**config.mk**
```make
export PLATFORM = sky130hd
export DESIGN_NAME = dma_copy
export DESIGN_NICKNAME = d
export VERILOG_FILES = /design/src/rtl/dma_copy.sv
export SDC_FILE = /design/constraint.sdc
export NUM_CORES = 1
export LEC_CHECK = 0
export CORE_MARGIN = 5
export CORE_UTILIZATION = 50
export DETAILED_ROUTE_END_ITERATION = 8
export GPL_ROUTABILITY_DRIVEN = 0
export PLACE_DENSITY = 0.75
export SLEW_MARGIN = 20
export SYNTH_ARGS = -nofsm -noshare
export SYNTH_HDL_FRONTEND = slang
export SYNTH_SLANG_ARGS = --single-unit
```
**constraint.sdc**
```tcl
create_clock -name clock -period 2.5 [get_ports clock]
set_input_delay 0.75 -clock clock [delete_from_list [all_inputs] [get_ports clock]]
set_output_delay 0.75 -clock clock [all_outputs]
set_load 0.02 [all_outputs]
```
**src/rtl/dma_copy.sv**
```systemverilog
`timescale 1ns/1ps
// dma_copy: word-granular DMA copy/fill engine mastering the CPU data bus.
//
// Control side:
//   start, fill_mode, src_addr, dst_addr, fill_value, word_count  - sampled
//       only on a start accepted in IDLE.
//   abort   - level, honoured when the outstanding transaction acks.
//   busy, done, error, aborted - status (done is a one-cycle pulse; error and
//       aborted are sticky until the next accepted start).
// Bus side (one-cycle request, single ack, one transaction in flight):
//   bus_request, bus_addr, bus_write, bus_byte_enable, bus_wdata - outputs.
//   bus_rdata, bus_ack - responder completion.
//
// All outputs come straight from flops. bus_wdata_q doubles as the data
// register that carries a read word over to the following write.
module dma_copy #(
    parameter int unsigned TIMEOUT = 255
) (
    input  logic        clock,
    input  logic        reset,
    input  logic        start,
    input  logic        fill_mode,
    input  logic [31:0] src_addr,
    input  logic [31:0] dst_addr,
    input  logic [31:0] fill_value,
    input  logic [15:0] word_count,
    input  logic        abort,
    output logic        busy,
    output logic        done,
    output logic        error,
    output logic        aborted,
    output logic        bus_request,
    output logic [31:0] bus_addr,
    output logic        bus_write,
    output logic [3:0]  bus_byte_enable,
    output logic [31:0] bus_wdata,
    input  logic [31:0] bus_rdata,
    input  logic        bus_ack
);

    typedef enum logic [2:0] {
        IDLE, RD_REQ, RD_WAIT, WR_REQ, WR_WAIT, FINISH
    } state_t;

    // Last wait-counter value before the transaction is declared dead.
    localparam logic [7:0] WAIT_LAST = 8'(TIMEOUT - 1);
    localparam logic [31:0] WORD_MASK = 32'hFFFF_FFFC;

    state_t      state_q, state_d;
    logic [31:0] src_q, src_d;
    logic [31:0] dst_q, dst_d;
    logic [15:0] count_q, count_d;
    logic        fill_q, fill_d;
    logic [31:0] fill_val_q, fill_val_d;
    logic [7:0]  wait_q, wait_d;
    logic        busy_q, busy_d;
    logic        done_q, done_d;
    logic        error_q, error_d;
    logic        aborted_q, aborted_d;
    logic        req_q, req_d;
    logic [31:0] addr_q, addr_d;
    logic        write_q, write_d;
    logic [31:0] wdata_q, wdata_d;

    always_comb begin
        state_d    = state_q;
        src_d      = src_q;
        dst_d      = dst_q;
        count_d    = count_q;
        fill_d     = fill_q;
        fill_val_d = fill_val_q;
        wait_d     = wait_q;
        busy_d     = busy_q;
        done_d     = 1'b0;
        error_d    = error_q;
        aborted_d  = aborted_q;
        req_d      = 1'b0;
        addr_d     = addr_q;
        write_d    = write_q;
        wdata_d    = wdata_q;

        unique case (state_q)
            IDLE: begin
                if (start) begin
                    src_d      = src_addr & WORD_MASK;
                    dst_d      = dst_addr & WORD_MASK;
                    count_d    = word_count;
                    fill_d     = fill_mode;
                    fill_val_d = fill_value;
                    error_d    = 1'b0;
                    aborted_d  = 1'b0;
                    busy_d     = 1'b1;
                    if (word_count == 16'd0) begin
                        // Empty transfer: busy and done share the one cycle.
                        done_d  = 1'b1;
                        state_d = FINISH;
                    end else if (fill_mode) begin
                        req_d   = 1'b1;
                        write_d = 1'b1;
                        addr_d  = dst_addr & WORD_MASK;
                        wdata_d = fill_value;
                        state_d = WR_REQ;
                    end else begin
                        req_d   = 1'b1;
                        write_d = 1'b0;
                        addr_d  = src_addr & WORD_MASK;
                        state_d = RD_REQ;
                    end
                end
            end
            // Request is on the bus this cycle; start the ack timer.
            RD_REQ: begin
                wait_d  = 8'd0;
                state_d = RD_WAIT;
            end
            WR_REQ: begin
                wait_d  = 8'd0;
                state_d = WR_WAIT;
            end
            RD_WAIT: begin
                if (bus_ack) begin
                    src_d = src_q + 32'd4;
                    if (abort) begin
                        // Drop the pending write; the read word is discarded.
                        aborted_d = 1'b1;
                        done_d    = 1'b1;
                        busy_d    = 1'b0;
                        state_d   = FINISH;
                    end else begin
                        req_d   = 1'b1;
                        write_d = 1'b1;
                        addr_d  = dst_q;
                        wdata_d = bus_rdata;
                        state_d = WR_REQ;
                    end
                end else if (wait_q == WAIT_LAST) begin
                    error_d = 1'b1;
                    done_d  = 1'b1;
                    busy_d  = 1'b0;
                    state_d = FINISH;
                end else begin
                    wait_d = wait_q + 8'd1;
                end
            end
            WR_WAIT: begin
                if (bus_ack) begin
                    dst_d   = dst_q + 32'd4;
                    count_d = count_q - 16'd1;
                    if (abort) aborted_d = 1'b1;
                    if (count_q == 16'd1 || abort) begin
                        done_d  = 1'b1;
                        busy_d  = 1'b0;
                        state_d = FINISH;
                    end else if (fill_q) begin
                        req_d   = 1'b1;
                        write_d = 1'b1;
                        addr_d  = dst_q + 32'd4;
                        wdata_d = fill_val_q;
                        state_d = WR_REQ;
                    end else begin
                        req_d   = 1'b1;
                        write_d = 1'b0;
                        addr_d  = src_q;
                        state_d = RD_REQ;
                    end
                end else if (wait_q == WAIT_LAST) begin
                    error_d = 1'b1;
                    done_d  = 1'b1;
                    busy_d  = 1'b0;
                    state_d = FINISH;
                end else begin
                    wait_d = wait_q + 8'd1;
                end
            end
            FINISH: begin
                busy_d  = 1'b0;
                state_d = IDLE;
            end
            default: state_d = IDLE;
        endcase
    end

    always_ff @(posedge clock or negedge reset) begin
        if (!reset) begin
            state_q    <= IDLE;
            src_q      <= '0;
            dst_q      <= '0;
            count_q    <= '0;
            fill_q     <= 1'b0;
            fill_val_q <= '0;
            wait_q     <= '0;
            busy_q     <= 1'b0;
            done_q     <= 1'b0;
            error_q    <= 1'b0;
            aborted_q  <= 1'b0;
            req_q      <= 1'b0;
            addr_q     <= '0;
            write_q    <= 1'b0;
            wdata_q    <= '0;
        end else begin
            state_q    <= state_d;
            src_q      <= src_d;
            dst_q      <= dst_d;
            count_q    <= count_d;
            fill_q     <= fill_d;
            fill_val_q <= fill_val_d;
            wait_q     <= wait_d;
            busy_q     <= busy_d;
            done_q     <= done_d;
            error_q    <= error_d;
            aborted_q  <= aborted_d;
            req_q      <= req_d;
            addr_q     <= addr_d;
            write_q    <= write_d;
            wdata_q    <= wdata_d;
        end
    end

    assign busy            = busy_q;
    assign done            = done_q;
    assign error           = error_q;
    assign aborted         = aborted_q;
    assign bus_request     = req_q;
    assign bus_addr        = addr_q;
    assign bus_write       = write_q;
    assign bus_byte_enable = 4'b1111;
    assign bus_wdata       = wdata_q;

endmodule

```
==> results.md, run 1 <==
Outcome:
- The flow ran to the end, and the final reports show no timing, DRC or antenna violations.

Layout:
- The post-route cell area is around 15,000 um^2.
- Cells fill approximately two thirds of the core in the end.
- The proportion of layout cells with a drive suffix above 1 is between 10 and 15%.
- The layout filler cell count is about 1,800.
- The net count of the finished layout is between 1,500 and 2,000.
- The diode insertion count for antenna repair is 0.
- The area growth from synthesis to layout is 32.2%.

Floorplanning:
- The I/O pin total is roughly 220.
- The vertical extent of the die is between 150 and 200 um.
- The floorplan step defined a die boundary enclosing between 20,000 and 30,000 um^2.
- In this run the horizontal extent of the chip is approximately 160 um.
- The standard cell core area is 22,600 um^2.
- The starting density of the core is around half.
- The floorplan has 55 rows.

Logic synthesis:
- The post-synthesis instance area is 11,500 um^2.
- The number of distinct standard cells referenced by the synthesized netlist is 72.
- The total number of yosys warnings is 0.
- The synthesized design contains about 190 register bits.
- The area share of the largest cell type after synthesis is 41.1%.
- The post-synthesis sequential area ratio is 41.1%.
- By area the synthesized netlist is led by dfrtp_1 41%, o21ai_0 8.1%, nand2_1 7.7%.
- Among all flip-flop cells after synthesis, the most frequent one is dfrtp_1.
- The number of synthesized flops with an enable pin is 0.
- The number of instances in the synthesized netlist is between 1,000 and 1,500.
- In this run the mean area of a mapped cell was about 8 um^2.
- After synthesis, the share of flip-flops with an asynchronous set or reset is 100%.
- dfrtp_1 takes more of the synthesized area than any other cell.

Critical path:
- The slack of the worst reg-to-reg path is 0.14 ns.
- The largest fanout on the critical path is 7.
- The critical path in this run is classified as in2reg.
- STA classifies the critical path startpoint as an input pin.
- STA classifies the critical path endpoint as a register.
- Together, buffers and inverters on the worst path number 4.
- The critical path goes through clkdlybuf4s50_1 -> nor4_2 -> nand4_1 -> buf_4 -> and2_4 -> nor2_4 -> buf_8 -> buf_6 -> a21oi_1 -> a22o_1.
- On the worst path, the slowest cell contributes a delay of between 0.4 and 0.5 ns.
- The data required time of the critical path is 2.83 ns.
- On the critical path the largest part of the delay comes from buffers and inverters.
- STA puts the critical path data arrival time at 2.73 ns.
- The slowest stage of the critical path is the clkdlybuf4s50_1 cell.

GRT:
- The total overflow left after global routing is 0.
- The via count of the first global-routing pass is between 10,000 and 15,000.
- The first global-routing pass estimated between 60,000 and 70,000 um of wire.
- Global routing used roughly 29% of the available tracks across all layers.
- The initial antenna violation count came to 0.
- The maximum number of pins on one net before global-route repair is around 70.

Clock network:
- The CTS sink count is 189.
- The H-tree depth reported by CTS is 4.
- The master cell of the clock root buffer is clkbuf_16.
- The clock-pin slew on the worst setup and hold paths is 0.07 ns.
- The worst-skew pair later-pin latency is about 0.44 ns.
- The number of hold buffers added after CTS was 0.
- The longest clock path from root to sink contains 2 buffers.
- TritonCTS built the clock tree.
- The number of buffers added by the clock tree synthesis step is 17.

Drt:
- The total wire length is a little under 40,000 um.
- The residual antenna-violating net count after detailed routing is 0.
- The routed via count divided by cell count is between 6 and 7.
- Dividing the detail-routed wire length by the instance count gives roughly 20 um.
- The detailed-route DRC error count is 0.
- The final route contains 12,300 vias.
- The first routing iteration left 1,438 violations.
- The count of TritonRoute iterations in the first routing pass is 6.

Timing:
- Once routing completed, OpenROAD measured the worst setup slack at 0.0983 ns.
- The transition time at the pin with the least slew margin is 0.649 ns.
- The final number of setup-violating endpoints is 0.
- The max-slew violation count came to 0.
- The final hold violation count is 0.
- Counting I/O delays and the setup requirement, the final critical path takes between 2 and 2.5 ns.
- The share of the clock period used by the worst path after layout is between 90% and 100%.
- The headroom to the max-slew limit is between 50 and 60%.
- The setup clock skew after layout is between 0.008 and 0.009 ns.
- Derived from the worst setup path, the maximum achievable clock frequency is 0.416 GHz.

Pwr:
- The largest vdd supply drop is ~0.63 mV.
- The leakage power is 6.28 nW.
- The total design power is 19.5 mW.
- In this run the power density over the cells is between 1000 and 1500 nW/um^2.

Worst hold path:
- The tightest min-delay check is of the in2async type.

Placed design:
- The post-place instance area is around 14,000 um^2.
- After legalization and detailed placement, the total HPWL measured around 28,000 um.
- In this run the tool buffered the top-level ports with around 220 buffer cells.
- The worst slack at placement is -0.576 ns.

Run:
- The max-cap check violation count is 0.
[stage by stage]
step | TNS, ns | instances | hold WS [ns]
floorplan | 0 | 1407 | 0.446
global placement | -24.15 | 1894 | 0.458
detailed placement | -30.84 | 1894 | 0.465
CTS | -0.000908 | 1926 | 0.265
global route | -0.0132 | 1930 | 0.262
finish | 0 | 1930 | 0.246
[layer usage]
metal  vias to the layer above  global-route usage (%)  wire length [um]
met5                         -                       0                 0
li1                       5629                       -                 -
met3                        96                    5.30              3730
met2                       716                    45.1             17800
met4                         0                    9.96              1330
met1                      5825                    40.7             16200
[Yosys cell counts, types with 12 or more instances]
cell type / n
buf_2: 16
nand3_1: 39
a21oi_1: 114
clkbuf_1: 76
nand4_1: 20
nor3_1: 14
nand2_1: 237
and3_1: 12
a31oi_1: 20
xnor2_1: 14
o22ai_1: 56
a22o_1: 12
o221ai_1: 34
inv_1: 14
dfrtp_1: 189
buf_1: 26
o21ai_0: 186
nor4_1: 15
a221oi_1: 12
nor2_1: 94
mux2_2: 13
mux2i_1: 20
[logic make-up after synthesis]
logic type                 synth area share [%]
other                                    0.0326
AOI/OAI and AO/OA                          27.6
muxes                                      3.20
buffers and inverters                      4.93
and+or+nand+nor                            20.6
DFF                                        41.1
xor gates and xnor gates                   1.97
adders and majority gates                 0.652
[where the power goes]
group          switching, mW  internal [mW]  total, mW
sequential              1.45           4.50       5.95
combinational           6.18           4.38       10.6
clock                   1.32           1.64       2.96
[what timing repair did]
item,in CTS,in global routing
endpoints found under the hold margin,0,0
pin swaps,1,2
resized for setup,4,16
buffers inserted,0,4
setup endpoints to repair,29,61
[state kept, by name, summed over array words and instances, names as in the netlist, 3 cells and up]
register,count
dst_q,30
bus_addr,31
state_q,3
wait_q,8
count_q,16
bus_wdata,32
src_q,30
fill_val_q,32
[cell type report]
type	count	area, um^2	area share (%)
clock inverters	14	198	1.30
multi-input cells	1079	6300	41.4
inverters	15	61.3	0.403
flip-flops and latches	189	4730	31.1
well taps	285	357	2.34
clock buffers	18	439	2.88
repair buffers	330	3140	20.6
[final timing paths]
path,end,start,cells past startpoint
min in group clock,bus_wdata[22],bus_wdata[22],2
max in group asynchronous,bus_wdata[28],reset,2
setup / recovery,bus_addr[30],word_count[8],10
hold / removal,bus_addr[24],reset,1
hold reg to reg,bus_wdata[22],bus_wdata[22],2
setup reg to reg,bus_addr[30],count_q[1],10
[placed cells by master (no fill, tap or decap), types with 7 or more instances in the layout]
cell and count:
o221ai_1 34, xor2_1 10, dfrtp_1 188, clkbuf_16 17, inv_1 14, mux2_2 13
a21oi_1 114, o21ai_0 186, o22a_1 11, a31oi_1 20, or4_1 7, a221oi_1 12
nor4_1 12, nand2_1 237, o21a_1 8, nor2_1 93, clkdlybuf4s50_1 210, nand3_1 39
o21ai_1 9, nor3_1 13, buf_4 103, and3_1 12, a22oi_1 9, mux2i_1 20
o22ai_1 56, and4_1 9, a22o_1 12, xnor2_1 14, buf_12 8, nand4_1 20
Power figures use the tool's default switching activity.
==> run 2: changes to the inputs <==
--- a/config.mk
+++ b/config.mk
@@ -5,11 +5,14 @@
 export SDC_FILE = /design/constraint.sdc
 export NUM_CORES = 1
 export LEC_CHECK = 0
+export CELL_PAD_IN_SITES_DETAIL_PLACEMENT = 1
+export CELL_PAD_IN_SITES_GLOBAL_PLACEMENT = 2
 export CORE_MARGIN = 5
-export CORE_UTILIZATION = 50
+export CORE_UTILIZATION = 31
 export DETAILED_ROUTE_END_ITERATION = 8
 export GPL_ROUTABILITY_DRIVEN = 0
-export PLACE_DENSITY = 0.75
+export PLACE_DENSITY = 0.79
+export SKIP_LAST_GASP = 1
 export SLEW_MARGIN = 20
 export SYNTH_ARGS = -nofsm -noshare
 export SYNTH_HDL_FRONTEND = slang
==> results.md, run 2 (synthesized netlist as in run 1, its figures left out) <==
Outcome:
- The flow ran to the end, and the final reports show no timing, DRC or antenna violations.

Clock network:
- The worst-skew pair later-pin latency is around 0.46 ns.
- The tree is rooted in a clkbuf_16.
- After clock tree synthesis, the flow added hold-fix buffers numbering 0.
- The clock-pin slew on the worst setup and hold paths is around 0.080 ns.
- In this run, CTS created clock tree buffers numbering 17.
- The H-tree depth reported by CTS is 4.
- The maximum count of clock buffers along a single path is 2.
- Clock tree synthesis found a total of between 150 and 200 sinks.
- TritonCTS built the clock tree.

GRT:
- The global-route wire length before repair is approximately 76,000 um.
- In the global route stage, overall resource usage came out at a little under a quarter.
- Global routing finished with a remaining overflow of 0.
- The initial antenna violation count is 3.
- The via count of the first global-routing pass came to roughly 13,000.
- Entering global routing, the biggest net connects 50 pins.

Timing:
- The transition time at the pin with the least slew margin is 0.520 ns.
- The share of the clock period used by the worst path after layout is between 90% and 100%.
- The worst slack on hold paths is approximately 0.23 ns.
- Measured against its own limit, the worst slew margin works out to 65.4%.
- The final number of setup-violating endpoints is 0.
- The max-slew violation count is 0.
- The worst path needs ~2.4 ns of the cycle, external delays included.
- Static timing analysis puts the maximum clock frequency at roughly 0.4 GHz.
- After layout, the worst setup slack is 0.0623 ns.
- The final hold violation count is 0.
- Clock skew on the completed layout was measured at around 0.011 ns.

Placed design:
- Summed over all nets, the half-perimeter wirelength after detailed placement is ~35,000 um.
- The worst slack at placement is -0.548 ns.
- In this run the tool buffered the top-level ports with 215 buffer cells.

Floorplanning:
- The die covers 41,100 um^2.
- The I/O pin total is between 200 and 250.
- After floorplanning, the core was divided into 70 placement rows.
- For this configuration, the core starts out at a cell density of around a third.
- The standard cell core area is around 37,000 um^2.
- The vertical extent of the die is a little over 200 um.
- The die span in x is 203 um.

Run:
- The max-cap check violation count is 0.

Critical path:
- Data on the critical path is required at its endpoint by between 2 and 3 ns.
- The worst setup path is captured at a register.
- STA classifies the critical path startpoint as an input pin.
- The largest fanout on the critical path is 8.
- The kind of critical path is in2reg.
- Data on the critical path arrives at its endpoint at 2.80 ns.

Pwr:
- For this design the static power due to leakage is between 6 and 7 nW.
- IR analysis of the VDD net gives a maximum drop of 0.593 mV.
- The power per cell area is around 1300 nW/um^2.

Drt:
- The routed via count divided by cell count is between 5 and 6.
- The total wire length is between 50,000 and 60,000 um.
- The residual antenna-violating net count after detailed routing is 0.
- For this block, the initial DRC count from the detailed router was 729.
- The final routed wire length divided by cell count is between 20 and 25 um.
- For this run, design rule violations remaining after detail routing come to 0.
- The count of TritonRoute iterations in the first routing pass is 5.
- The total number of vias is between 10,000 and 15,000.

Layout:
- From synthesis to final layout, the design area changed by 37.9%.
- The library cell used most frequently in the layout, excluding fill and tap cells, is nand2_1.
- The layout net count is 1,806.
- The layout filler cell count is ~4,300.
- The top cell types in the final layout, fill and taps aside, are 237 x nand2_1, 202 x clkdlybuf4s50_1, 188 x dfrtp_1.
- The proportion of layout cells with a drive suffix above 1 is 13.3%.

Worst hold path:
- The path category of the worst min-delay check is in2async.
-- run 2: worst paths after layout --
check	startpoint	endpoint	slack (ns)	cells past startpoint
max	word_count[4]	bus_addr[14]	0.06	11
min	reset	bus_wdata[26]	0.23	1
max reg2reg	count_q[1]	bus_addr[20]	0.13	11
min reg2reg	fill_val_q[2]	fill_val_q[2]	0.48	2
max in group asynchronous	reset	bus_wdata[6]	1.62	2
min in group clock	fill_val_q[2]	fill_val_q[2]	0.48	2
-- run 2: area by class of cell --
cell class	instances	area (um^2)	area share (%)
Antenna cell	1	2.50	0.0157
Clock buffer	21	470	2.96
Clock inverter	11	234	1.47
Inverter	15	61.3	0.386
Multi-Input combinational cell	1079	6310	39.7
Sequential cell	189	4730	29.8
Tap cell	468	586	3.69
Timing Repair Buffer	348	3490	22.0
-- run 2: timing repair --
action / 4_1_cts / 5_1_grt
buffers inserted: 4 / 6
pin swaps: 1 / 8
setup endpoints to repair: 23 / 62
resized for setup: 12 / 18
gates cloned: 3 / 4
hold endpoints to repair: 0 / 0
-- run 2: through the flow --
| stage | TNS [ns] | instance area, um^2 | power, mW | instances | utilization [%] |
|---|---|---|---|---|---|
| after floorplan | 0 | 11500 | 12.1 | 1407 | - |
| after global placement | -30.58 | 14800 | 16.6 | 2082 | 40.5 |
| after detailed placement | -30.68 | 14800 | 16.9 | 2082 | 40.5 |
| after CTS | -0.405 | 15700 | 20.7 | 2121 | 42.9 |
| after global routing | -0.0272 | 15900 | 22.5 | 2132 | 43.4 |
| final | 0 | 15900 | 21.0 | 2132 | 43.4 |
-- run 2: per-layer routing --
metal | GRT usage (%) | up-vias | share of wire, %
li1 | - | 5670 | -
met1 | 31.2 | 6110 | 45
met2 | 39.3 | 359 | 48
met3 | 4.41 | 80 | 4.9
met4 | 7.30 | 4 | 2.7
met5 | 0 | - | 0.054
-- run 2: worst max-delay path, cell delays in order --
cell             delay [ns]
clkdlybuf4s50_1        0.45
nor4_2                 0.17
buf_4                  0.16
nand4_1                0.18
and2_4                 0.25
buf_4                  0.14
nor2_4                 0.17
buf_6                  0.15
clkbuf_16              0.16
a221oi_1               0.05
a21o_1                 0.16
-- run 2: report_power, final --
group	internal, mW	leakage (nW)	switching [mW]
clock network	2.06	0.347	1.33
registers	4.50	2.29	1.57
logic	4.80	3.92	6.77
total	11.4	6.55	9.67
==> run 3: changes to the inputs <==
--- a/config.mk
+++ b/config.mk
@@ -9,6 +9,7 @@
 export CELL_PAD_IN_SITES_GLOBAL_PLACEMENT = 2
 export CORE_MARGIN = 5
 export CORE_UTILIZATION = 31
+export CTS_CLUSTER_DIAMETER = 80
 export DETAILED_ROUTE_END_ITERATION = 8
 export GPL_ROUTABILITY_DRIVEN = 0
 export PLACE_DENSITY = 0.79
==> results of run 3 <==
The final DEF is identical to that of run 2; final timing and power are the same.
